### config.mk
export PLATFORM = sky130hd
export DESIGN_NAME = imem_boot_ctrl
export DESIGN_NICKNAME = d
export VERILOG_FILES = /design/src/rtl/imem_boot_ctrl.sv
export SDC_FILE = /design/constraint.sdc
export NUM_CORES = 1
export LEC_CHECK = 0
export ABC_AREA = 1
export BUFFER_PORTS_ARGS = -buffer_cell sky130_fd_sc_hd__buf_2
export CORE_ASPECT_RATIO = 0.5
export CORE_UTILIZATION = 45
export DETAILED_ROUTE_END_ITERATION = 8
export GPL_TIMING_DRIVEN = 0
export PLACE_DENSITY = 0.75
export SYNTH_ARGS = -nofsm -noshare
export SYNTH_HDL_FRONTEND = slang
export SYNTH_SLANG_ARGS = --single-unit
export TNS_END_PERCENT = 10
### constraint.sdc
create_clock -name clk -period 1.84 [get_ports clk]
set_input_delay 0.184 -clock clk [delete_from_list [all_inputs] [get_ports clk]]
set_output_delay 0.184 -clock clk [all_outputs]
set_load 0.005 [all_outputs]
### src/rtl/imem_boot_ctrl.sv
// Boot sequencer for the instruction memory: streams a loader program into IMEM,
// releases the core with a PC clear, then halts it on the end-of-program self-loop.
module imem_boot_ctrl #(
    parameter int          ADDR_W      = 8,
    parameter int          FETCH_LIMIT = 128,
    parameter logic [31:0] HALT_INSTR  = 32'h00000063
) (
    input  logic              clk,
    input  logic              rst_n,
    input  logic              load_req,
    input  logic              run_req,
    input  logic              ld_valid,
    output logic              ld_ready,
    input  logic [31:0]       ld_data,
    input  logic              ld_last,
    output logic              mem_we,
    output logic [ADDR_W-1:0] mem_waddr,
    output logic [31:0]       mem_wdata,
    input  logic [31:0]       pc,
    input  logic [31:0]       instr,
    output logic              cpu_stall,
    output logic              cpu_pc_clr,
    output logic              halted,
    output logic              load_err,
    output logic              over_limit,
    output logic [ADDR_W:0]   word_count,
    output logic [31:0]       cycle_count
);

    localparam logic [ADDR_W:0] LIMIT = (ADDR_W+1)'(FETCH_LIMIT);

    typedef enum logic [2:0] {
        IDLE,
        LOAD,
        DRAIN,
        START,
        RUN,
        HALT
    } state_t;

    state_t      state;
    state_t      state_nxt;
    logic        det_valid;
    logic [31:0] det_pc;

    logic parked;
    logic in_range;
    logic wr_en;
    logic overflow;
    logic halt_hit;

    // word_count's top bit set means the full 2^ADDR_W words have been written
    assign parked   = (state == IDLE) || (state == HALT);
    assign in_range = !word_count[ADDR_W];
    assign wr_en    = (state == LOAD) && ld_valid && in_range;
    assign overflow = (state == LOAD) && ld_valid && !in_range;
    assign halt_hit = (state == RUN) && (instr == HALT_INSTR) && det_valid && (det_pc == pc);

    assign ld_ready   = (state == LOAD) || (state == DRAIN);
    assign mem_we     = wr_en;
    assign mem_waddr  = wr_en ? word_count[ADDR_W-1:0] : '0;
    assign mem_wdata  = wr_en ? ld_data : '0;
    assign cpu_stall  = (state != RUN);
    assign cpu_pc_clr = (state == START);

    always_comb begin
        state_nxt = state;
        case (state)
            IDLE, HALT: begin
                if (load_req) begin
                    state_nxt = LOAD;
                end else if (run_req) begin
                    state_nxt = START;
                end
            end
            LOAD: begin
                if (ld_valid) begin
                    if (ld_last) begin
                        state_nxt = (overflow || load_err) ? IDLE : START;
                    end else if (overflow) begin
                        state_nxt = DRAIN;
                    end
                end
            end
            DRAIN: begin
                if (ld_valid && ld_last) begin
                    state_nxt = IDLE;
                end
            end
            START:   state_nxt = RUN;
            RUN: begin
                if (halt_hit) begin
                    state_nxt = HALT;
                end
            end
            default: state_nxt = IDLE;
        endcase
    end

    always_ff @(posedge clk or negedge rst_n) begin
        if (!rst_n) begin
            state <= IDLE;
        end else begin
            state <= state_nxt;
        end
    end

    // Load bookkeeping: a new load wipes the previous load's count and flags
    always_ff @(posedge clk or negedge rst_n) begin
        if (!rst_n) begin
            word_count <= '0;
            load_err   <= 1'b0;
            over_limit <= 1'b0;
        end else if (parked && load_req) begin
            word_count <= '0;
            load_err   <= 1'b0;
            over_limit <= 1'b0;
        end else begin
            if (wr_en) begin
                word_count <= word_count + (ADDR_W+1)'(1);
                if (word_count >= LIMIT) begin
                    over_limit <= 1'b1;
                end
            end
            if (overflow) begin
                load_err <= 1'b1;
            end
        end
    end

    // Halt needs the same pc seen twice with HALT_INSTR, so a passing fetch never halts
    always_ff @(posedge clk or negedge rst_n) begin
        if (!rst_n) begin
            cycle_count <= '0;
            det_valid   <= 1'b0;
            det_pc      <= '0;
            halted      <= 1'b0;
        end else begin
            if (parked && load_req) begin
                halted <= 1'b0;
            end else if (halt_hit) begin
                halted <= 1'b1;
            end
            if (state == START) begin
                cycle_count <= '0;
                det_valid   <= 1'b0;
                det_pc      <= '0;
            end else if (state == RUN) begin
                if (cycle_count != 32'hFFFF_FFFF) begin
                    cycle_count <= cycle_count + 32'd1;
                end
                det_valid <= (instr == HALT_INSTR);
                det_pc    <= pc;
            end
        end
    end

endmodule

==> flow_metrics.tcl, run 1 <==
set metrics [dict create \
    syn_nets 845 \
    leakage_uw 0.00357 \
    multi_input_area_mm2 0.00257 \
    clock_skew_ps 5.90 \
    vias_per_cell 4.99 \
    dr.pass1.iters 7 \
    synth_commonest_cells "201 x nand2_1, 126 x nor2_1, 118 x inv_1, 80 x dfrtp_1, 23 x o22ai_1" \
    postLayoutCoreUtil_pct 64.3 \
    critPathMaxStageDelay_ps 410 \
    final_cell_count_no_fill 1102 \
    crit_path_end_kind "output pin" \
    boundaryPins 190 \
    status "complete, but fails checks" \
    fmaxAchievable_mhz 557 \
    netlist_area_mm2 0.00507 \
    power_switching_uw 2690 \
    ys_warn_count 0 \
    tns_ps 0 \
    ff2ff_setup_slack_ps 50 \
    h-tree-depth 3 \
    drtIter0Drc 371 \
    power.density_mw_per_mm2 1050 \
    ctsRootBufferMaster "clkbuf_16" \
    fp.dieH_um 77.0 \
    grt_pass1_vias 5210 \
    power_frac_clock_pct 27.9 \
    crit_required_ps 1660 \
    crit_path_start_kind "register" \
    antennaDiodeCount 0 \
    clock_latency_ps 350 \
    crit_path_max_fanout 10 \
    rsz0062_at_grt "true" \
    die-area_mm2 0.0117 \
    min_period_ps 1790 \
    dpl.hpwl_mm 11.2 \
    avgSynthCellArea_um2 6.85 \
    internal-power_uw 4450 \
    ys_ff_latch 80 \
    drc 4 \
    cts_tree "yes" \
    clockBufferDepth 2 \
    synth_top_area_share_pct 39.5 \
    worst_pin_slew_ps 604 \
    pwr-share-comb_pct 39.0 \
    grt_pass1_wl_mm 24.9 \
    antenna_found_initial 0 \
    async_reset_ff_share_pct 100 \
    crit_top_cell "buf_2" \
    post-place-ws_ps -236 \
    synthTopCellsByArea "dfrtp_1 40%, nand2_1 15%, nor2_1 9.3%" \
    cpMaxStageDelayCell "dfrtp_1" \
    yosysSeqAreaShare_pct 39.5 \
    maxCapViolCount 0 \
    clk_pin_slew_ps 60 \
    synth_cell_type_count 35 \
    fin_area_mm2 0.00680 \
    n_fill_cell 964 \
    synth.most_common_cell "nand2_1" \
    grt_usage_pct 26.6 \
    p_seq_share_pct 33.1 \
    gp_congestion 0.894 \
    setup_slack_ps 46.3 \
    regArea_mm2 0.00201 \
    die_x_um 152 \
    min_path_type "in -> reg" \
    clock_sink_count 80 \
    drt-wirelength-per-cell_um 13.7 \
    worstPathArrival_ps 1610 \
    synth_top_area_cell "dfrtp_1" \
    hold_violations 0 \
    synth_edf_count 0 \
    slew_viol_final 0 \
    grt_max_degree 71 \
    routed_wl_mm 15.1 \
    port_buffers 189 \
    violations "design-rule violations" \
    dp.cells 1070 \
    p_sw_share_pct 37.7 \
    antenna_left 0 \
    dpl_cell_area_mm2 0.00622 \
    synthCells 740 \
    syn_to_final_growth_pct 34.2 \
    synthFlopType "dfrtp_1" \
    floorplan.initialDensity_pct 47.9 \
    design.core.area_mm2 0.0106 \
    num_vias 5496 \
    crit_type "reg -> out" \
    drive_gt1_share_pct 29.0 \
    setup_viol 0 \
    path_cells "inv_1 -> nor2_2 -> buf_2 -> buf_2" \
    rows 26 \
    num-nets-final 1062 \
    cts_buffers 9 \
    fin_crit_sh_pct 97.5 \
    relSlewSlack_pct 59.7 \
    ir_drop_mv 0.488 \
    overflow 0 \
]
## per-stage QoR
stage	total power (uW)	hold WS [ps]
6_report	7140	73.9
5_1_grt	7610	93.4
4_1_cts	7010	76.8
3_5_place_dp	4850	36.0
3_3_place_gp	4780	418
2_1_floorplan	3970	-112
## repair_timing
action / 4_1_cts / 5_1_grt
hold buffers: 1 / 0
endpoints found under the setup margin: 66 / 96
hold endpoints to repair: 39 / 0
resized for setup: 15 / 33
setup buffers: 9 / 6
pin swaps: 2 / 5
## worst max-delay path: cells and delay by family, from the launching register on
family        cells  cell delay (ps)
buf+inv           3              610
flops             1              410
simple gates      1              240
## sequential cells by signal, indices dropped and copies added (netlist names)
name         flops
cycle_count     32
det_pc          32
word_count       9
state            3
det_valid        1
halted           1
load_err         1
over_limit       1
## metal layers
layer / share of wire [%] / wire [um] / GRT usage [%] / vias up
met1: 43 / 6500 / 33.2 / 2522
met3: 5.6 / 851 / 4.64 / 26
li1: - / - / - / 2753
met5: 0 / 0 / 0 / -
met2: 49 / 7470 / 47.5 / 195
met4: 1.9 / 280 / 7.96 / 0
## placed cells by master (no fill, tap or decap), types with 2 or more instances in the layout
cell type,synthesis,final
clkbuf_1,7,4
buf_6,1,4
buf_2,7,194
dfrtp_2,0,3
nand3b_1,5,5
a22o_1,4,4
o21ai_1,8,8
inv_1,118,117
nand3_1,20,20
nor4_1,3,3
nand4_1,13,13
ha_1,3,2
nor2_1,126,112
nand2_2,2,3
xor2_1,9,9
nand3_4,2,2
nand2_1,201,199
bufinv_16,0,2
buf_12,0,2
nor2_4,2,4
clkbuf_16,0,9
nor3_1,17,17
o22ai_1,23,23
inv_2,5,4
a21oi_1,14,14
xnor2_1,15,15
nor3_2,2,2
dfrtp_1,80,77
nand2_4,1,2
buf_4,1,17
clkinv_4,0,2
nor2_2,5,17
o31ai_1,19,18
o21ai_0,20,20
## path summary, 6_finish.rpt
kind / start / depth (start not counted) / end
worst max-delay path: state[1]$_DFFE_PN0P_ / 4 / cpu_pc_clr
worst min-delay path: pc[5] / 3 / det_pc[5]$_DFFE_PN0P_
worst max register to register: cycle_count[0]$_DFFE_PN0P_ / 11 / cycle_count[23]$_DFFE_PN0P_
worst min register to register: over_limit$_DFFE_PN0P_ / 2 / over_limit$_DFFE_PN0P_
max in group asynchronous: rst_n / 3 / cycle_count[17]$_DFFE_PN0P_
min in group asynchronous: rst_n / 2 / det_pc[20]$_DFFE_PN0P_
## power groups by stage
stage / clock (uW) / sequential (uW) / combinational [uW]
after floorplan: 0 / 2350 / 1620
after global placement: 0 / 2380 / 2390
after detailed placement: 0 / 2400 / 2460
after CTS: 2010 / 2360 / 2640
after global routing: 2120 / 2410 / 3080
final: 1990 / 2370 / 2780
## kinds of logic after synthesis
group,share of synthesized area (%)
simple gates,33.8
flops,39.5
xor+xnor,4.15
fa+ha+maj,0.741
buf+inv,11.1
compound gates,10.6
## cell type report
type | count | share of cell area, %
clock inverter | 6 | 1.34
multi-input combinational | 518 | 37.8
buffer | 19 | 2.15
timing repair buffer | 206 | 16.2
sequential | 80 | 29.5
tap | 140 | 2.58
inverter | 123 | 6.88
clock buffer | 10 | 3.51
Note: power is estimated with default switching activity, not from simulation.
==> inputs of run 2 (changes only) <==
- RECOVER_POWER: unset -> 100
==> run 2 against run 1 <==
  * The run still ends with design-rule violations left
  * Critical path depth unchanged
  * Flip-flop and latch count unchanged
  * Non-clock buffer count unchanged
  * Clock skew up 1.5 ps
  * Global-route usage unchanged
  * Critical path type unchanged
  * Critical endpoint unchanged
  * Largest cell class unchanged
==> flow_metrics.tcl, run 2 (same netlist as run 1, synthesis figures left out) <==
set metrics [dict create \
    status "complete, but fails checks" \
    violations "design-rule violations" \
    crit_path_max_fanout 10 \
    maxCapViolCount 0 \
    final_common_cell "nand2_1" \
    die_x_um 152 \
    antennaDiodeCount 0 \
    power_switching_uw 2690 \
    antenna_left 0 \
    syn_to_final_growth_pct 33.4 \
    critPathTopFamily "buffers and inverters" \
    ctsRootBufferMaster "clkbuf_16" \
    crit_top_cell "buf_2" \
    min_period_ps 1790 \
    crit_required_ps 1660 \
    dr.pass1.iters 7 \
    dpl.hpwl_mm 11.2 \
    crit_path_start_kind "register" \
    relSlewSlack_pct 56.4 \
    cts_buffers 9 \
    clock_sink_count 80 \
    drt-wirelength-per-cell_um 13.7 \
    internal-power_uw 4440 \
    fp.dieH_um 77.0 \
    drtIter0Drc 359 \
    grt_usage_pct 26.6 \
    vias_per_cell 5.00 \
    pwr-share-comb_pct 38.9 \
    path_cells "inv_1 -> nor2_2 -> buf_2 -> buf_2" \
    crit_path_end_kind "output pin" \
    gp_congestion 0.894 \
    holdWs_ps 73.5 \
    h-tree-depth 3 \
    hold_violations 0 \
    rsz0062_at_grt "true" \
    grt_pass1_vias 5210 \
    num_vias 5510 \
    power.density_mw_per_mm2 1060 \
    boundaryPins 190 \
    cts_tree "yes" \
    power_uw 7130 \
    n_fill_cell 976 \
    design.core.area_mm2 0.0106 \
    fmaxAchievable_mhz 557 \
    port_buffers 189 \
    regArea_mm2 0.00200 \
    floorplan.initialDensity_pct 47.9 \
    clock_latency_ps 350 \
    min_path_type "in -> reg" \
    leakage_uw 0.00350 \
    multi_input_area_mm2 0.00257 \
    crit_type "reg -> out" \
    antenna_found_initial 0 \
    clk_pin_slew_ps 60 \
    final_cell_count_no_fill 1102 \
    path_buf_inv 3 \
    drc 4 \
    num-nets-final 1062 \
    final_cell_mix "199 x nand2_1, 180 x buf_2, 117 x inv_1" \
    dp.cells 1070 \
    routed_wl_mm 15.1 \
    hold_path.startpoint "pc[5]" \
    startpoint "state[1]$_DFFE_PN0P_" \
    overflow 0 \
    worstReg2RegStart "cycle_count[1]$_DFFE_PN0P_" \
    worst_pin_slew_ps 655 \
    reg_top3 "cycle_count x32, det_pc x32, word_count x9" \
    postLayoutCoreUtil_pct 63.9 \
    p_seq_share_pct 33.2 \
    grt_pass1_wl_mm 24.9 \
    power_frac_clock_pct 27.9 \
    critPathMaxStageDelay_ps 410 \
    setup_viol 0 \
    slew_viol_final 0 \
    clock_skew_ps 7.41 \
    p_sw_share_pct 37.8 \
    clockBufferDepth 2 \
    die-area_mm2 0.0117 \
    worstPathArrival_ps 1610 \
    drive_gt1_share_pct 27.1 \
    ir_drop_mv 0.489 \
    fin_crit_sh_pct 97.5 \
    grt_max_degree 71 \
    rows 26 \
    cpMaxStageDelayCell "dfrtp_1" \
]
==> run 2: cell count changes in the layout (fill, tap and decap cells not counted), sizes merged <==
| cell | change |
|---|---|
| buf | -15 |
| clkbuf | +15 |
==> run 2: what timing repair did <==
| action | CTS | global route |
|---|---|---|
| setup endpoints to repair | 66 | 96 |
| gates resized for setup | 15 | 33 |
| buffers inserted | 9 | 6 |
| hold buffers | 1 | 0 |
| hold endpoints to repair | 39 | 0 |
| pin swaps | 2 | 5 |
==> run 2: per-stage QoR <==
stage	worst slack, ps	TNS [ps]	instance area, um^2
finish	45.4	0	6760
global placement	-214	-5530	6190
global route	-72.8	-1770	6760
floorplan	126	0	5070
CTS	-27.1	-54.7	6670
detailed placement	-236	-5460	6220
==> run 2: power by group through the flow <==
| stage | logic (uW) | registers, uW | clock network, uW |
|---|---|---|---|
| global placement | 2390 | 2380 | 0 |
| detailed placement | 2460 | 2400 | 0 |
| CTS | 2640 | 2360 | 2010 |
| floorplan | 1620 | 2350 | 0 |
| global route | 3070 | 2410 | 2120 |
| finish | 2770 | 2370 | 1990 |
==> run 2: area by class of cell <==
cell class	instances	area share, %
Clock buffer	10	3.54
Clock inverter	6	1.35
Sequential cell	80	29.6
Tap cell	140	2.59
Inverter	123	6.93
Buffer	19	2.17
Timing Repair Buffer	206	15.7
Multi-Input combinational cell	518	38.1
==> run 2: tightest hold or removal path: cells and delay by family <==
| family | cells | cell delay, ps |
|---|---|---|
| and+or+nand+nor | 1 | 40 |
| buffers and inverters | 1 | 90 |
| AOI/OAI and AO/OA | 1 | 60 |
==> run 2: worst paths after layout <==
| path | cells past startpoint | slack, ps | endpoint |
|---|---|---|---|
| worst min register to register | 1 | 520 | det_pc[31]$_DFFE_PN0P_ |
| max in group asynchronous | 3 | 390 | cycle_count[1]$_DFFE_PN0P_ |
| worst min-delay path | 3 | 70 | det_pc[5]$_DFFE_PN0P_ |
| min in group asynchronous | 2 | 370 | det_pc[20]$_DFFE_PN0P_ |
| worst max register to register | 7 | 50 | cycle_count[19]$_DFFE_PN0P_ |
| worst max-delay path | 4 | 50 | cpu_pc_clr |
==> run 2: per-layer routing <==
metal / vias up / wire length, um / GRT usage (%)
li1: 2753 / - / -
met1: 2539 / 6540 / 33.2
met2: 193 / 7510 / 47.5
met3: 25 / 806 / 4.64
met4: 0 / 289 / 7.96
met5: - / 0 / 0
==> inputs of run 3 (changes only) <==
- GPL_ROUTABILITY_DRIVEN: unset -> 0
- GPL_TIMING_DRIVEN: 0 -> unset
==> run 3 against run 2 <==
  * Fmax fell by 1.5%
  * Sequential share of layout area rose by 0.50 points
  * Highest routed layer unchanged
  * Largest cell class unchanged
  * The flow still finishes with violations (design-rule violations)
  * Worst hold slack improved by 12 ps
  * Critical endpoint is now mem_wdata[2]
  * Non-clock buffer count fell by 2
  * Sequential power barely moved
  * Largest power group unchanged
==> flow_metrics.tcl, run 3 (same netlist as run 1, synthesis figures left out) <==
set metrics [dict create \
    routed_wl_mm 14.3 \
    n_fill_cell 945 \
    crit_path_end_kind "output pin" \
    p_seq_share_pct 36.0 \
    ff2ff_setup_slack_ps 60 \
    rr_endpoint "cycle_count[29]$_DFFE_PN0P_" \
    port_buffers 189 \
    crit_required_ps 1660 \
    clock_sink_count 80 \
    power.density_mw_per_mm2 989 \
    num_vias 5484 \
    drc 4 \
    pwr-share-comb_pct 39.6 \
    antenna_found_initial 0 \
    power_frac_clock_pct 24.4 \
    grt_pass1_wl_mm 24.4 \
    relSlewSlack_pct 25.6 \
    syn_to_final_growth_pct 31.1 \
    rows 26 \
    design.core.area_mm2 0.0106 \
    dpl.hpwl_mm 10.9 \
    min_period_ps 1820 \
    fin_crit_sh_pct 99.0 \
    final_cell_mix "201 x nand2_1, 174 x buf_2, 120 x nor2_1" \
    violations "design-rule violations" \
    status "complete, but fails checks" \
    fp.dieH_um 77.0 \
    grt_pass1_vias 5131 \
    setup_slack_ps 18.3 \
    r2r_cells 8 \
    clk_pin_slew_ps 60 \
    floorplan.initialDensity_pct 47.9 \
    drive_gt1_share_pct 24.7 \
    crit_path_start_kind "register" \
    ir_drop_mv 0.486 \
    worstHoldPathCells 3 \
    hold_path.startpoint "pc[11]" \
    clock_skew_ps 5.98 \
    drtIter0Drc 368 \
    boundaryPins 190 \
    grt_usage_pct 26.0 \
    antennaDiodeCount 0 \
    die_x_um 152 \
    slew_viol_final 0 \
    regArea_mm2 0.00200 \
    p_sw_share_pct 37.5 \
    cts_buffers 9 \
    multi_input_area_mm2 0.00254 \
    dr.pass1.iters 8 \
    cpMaxStageDelayCell "dfrtp_1" \
    worstPathArrival_ps 1640 \
    ctsRootBufferMaster "clkbuf_16" \
    path_cells "inv_2 -> nand2_4 -> nor2_4 -> nand3_4 -> clkbuf_16 -> nor2_1 -> buf_2" \
    maxCapViolCount 0 \
    worstReg2RegStart "cycle_count[1]$_DFFE_PN0P_" \
    critPathTopFamily "simple AND/OR/NAND/NOR gates" \
    final_common_cell "nand2_1" \
    min_to "det_pc[11]$_DFFE_PN0P_" \
    postLayoutCoreUtil_pct 62.8 \
    clock_latency_ps 330 \
    worst_pin_slew_ps 1120 \
    vias_per_cell 4.99 \
    cts_tree "yes" \
    critPathMaxStageDelay_ps 410 \
    overflow 0 \
    internal-power_uw 4100 \
    grt_max_degree 81 \
    startpoint "state[2]$_DFFE_PN0P_" \
    path_buf_inv 3 \
    h-tree-depth 3 \
    crit_cells 7 \
    clockBufferDepth 2 \
    num-nets-final 1060 \
    die-area_mm2 0.0117 \
    drt-wirelength-per-cell_um 13.1 \
    fmaxAchievable_mhz 549 \
    setup_viol 0 \
    crit_path_max_fanout 19 \
    hold_violations 0 \
    crit_type "reg -> out" \
    power_uw 6570 \
    antenna_left 0 \
    tns_ps 0 \
    min_path_type "in -> reg" \
    power_switching_uw 2460 \
    reg_top3 "cycle_count x32, det_pc x32, word_count x9" \
    rsz0062_at_grt "true" \
    post-place-ws_ps 119 \
    leakage_uw 0.00345 \
]
run 3: cell count changes in the layout (fill, tap and decap cells not counted), moves of 5 or more:
cell | before | now
buf_2 | 180 | 174
nor2_2 | 17 | 11
buf_6 | 5 | 0
nor2_1 | 112 | 120
clkbuf_1 | 19 | 27
run 3: final cells by class:
class                   count  area share, %
repair buffers            223           18.2
well taps                 140           2.64
multi-input cells         518           38.2
clock inverters             1         0.0754
clock buffers              13           3.77
flip-flops and latches     80           30.1
inverters                 123           6.95
run 3: per-stage QoR:
step | hold slack (ps) | cells | instance area, um^2
floorplan | -112 | 740 | 5070
global placement | 244 | 1079 | 6370
detailed placement | 250 | 1079 | 6370
CTS | 76.1 | 1094 | 6630
global route | 82.7 | 1098 | 6640
finish | 86.0 | 1098 | 6640
run 3: worst max path at each step:
stage,endpoint,slack [ps]
finish,mem_wdata[2],20
global route,mem_wdata[16],-60
CTS,mem_waddr[1],-30
floorplan,cycle_count[13]$_DFFE_PN0P_,130
global placement,cycle_count[16]$_DFFE_PN0P_,150
detailed placement,cycle_count[16]$_DFFE_PN0P_,120
run 3: repair_timing:
item	CTS	global route
setup endpoints to repair	4	51
hold buffers	1	0
buffers inserted	0	3
resized for setup	1	10
endpoints found under the hold margin	80	0
cloned	0	1
pin swaps	0	3
run 3: power groups by stage:
| stage | Clock [uW] | Combinational, uW | Sequential [uW] |
|---|---|---|---|
| after floorplan | 0 | 1620 | 2350 |
| after global placement | 0 | 2430 | 2370 |
| after detailed placement | 0 | 2490 | 2380 |
| after CTS | 1640 | 2510 | 2350 |
| after global routing | 1720 | 2930 | 2410 |
| final | 1600 | 2600 | 2360 |
run 3: worst register-to-register path: stages (launching register included):
cell      delay [ps]
dfrtp_1          340
clkbuf_1         190
nand2_1          100
nor2_1           190
nand2_1          160
nor2_2           200
nand2_1           80
xor2_1           150
o31ai_1          270
run 3: layer usage:
layer	track usage [%]	up-vias	share of wire [%]	wire [um]
met5	0	-	0	0
met4	9.08	0	2.0	281
met3	4.80	22	6.2	883
met2	45.4	213	49	7000
met1	32.6	2490	43	6160
li1	-	2759	-	-
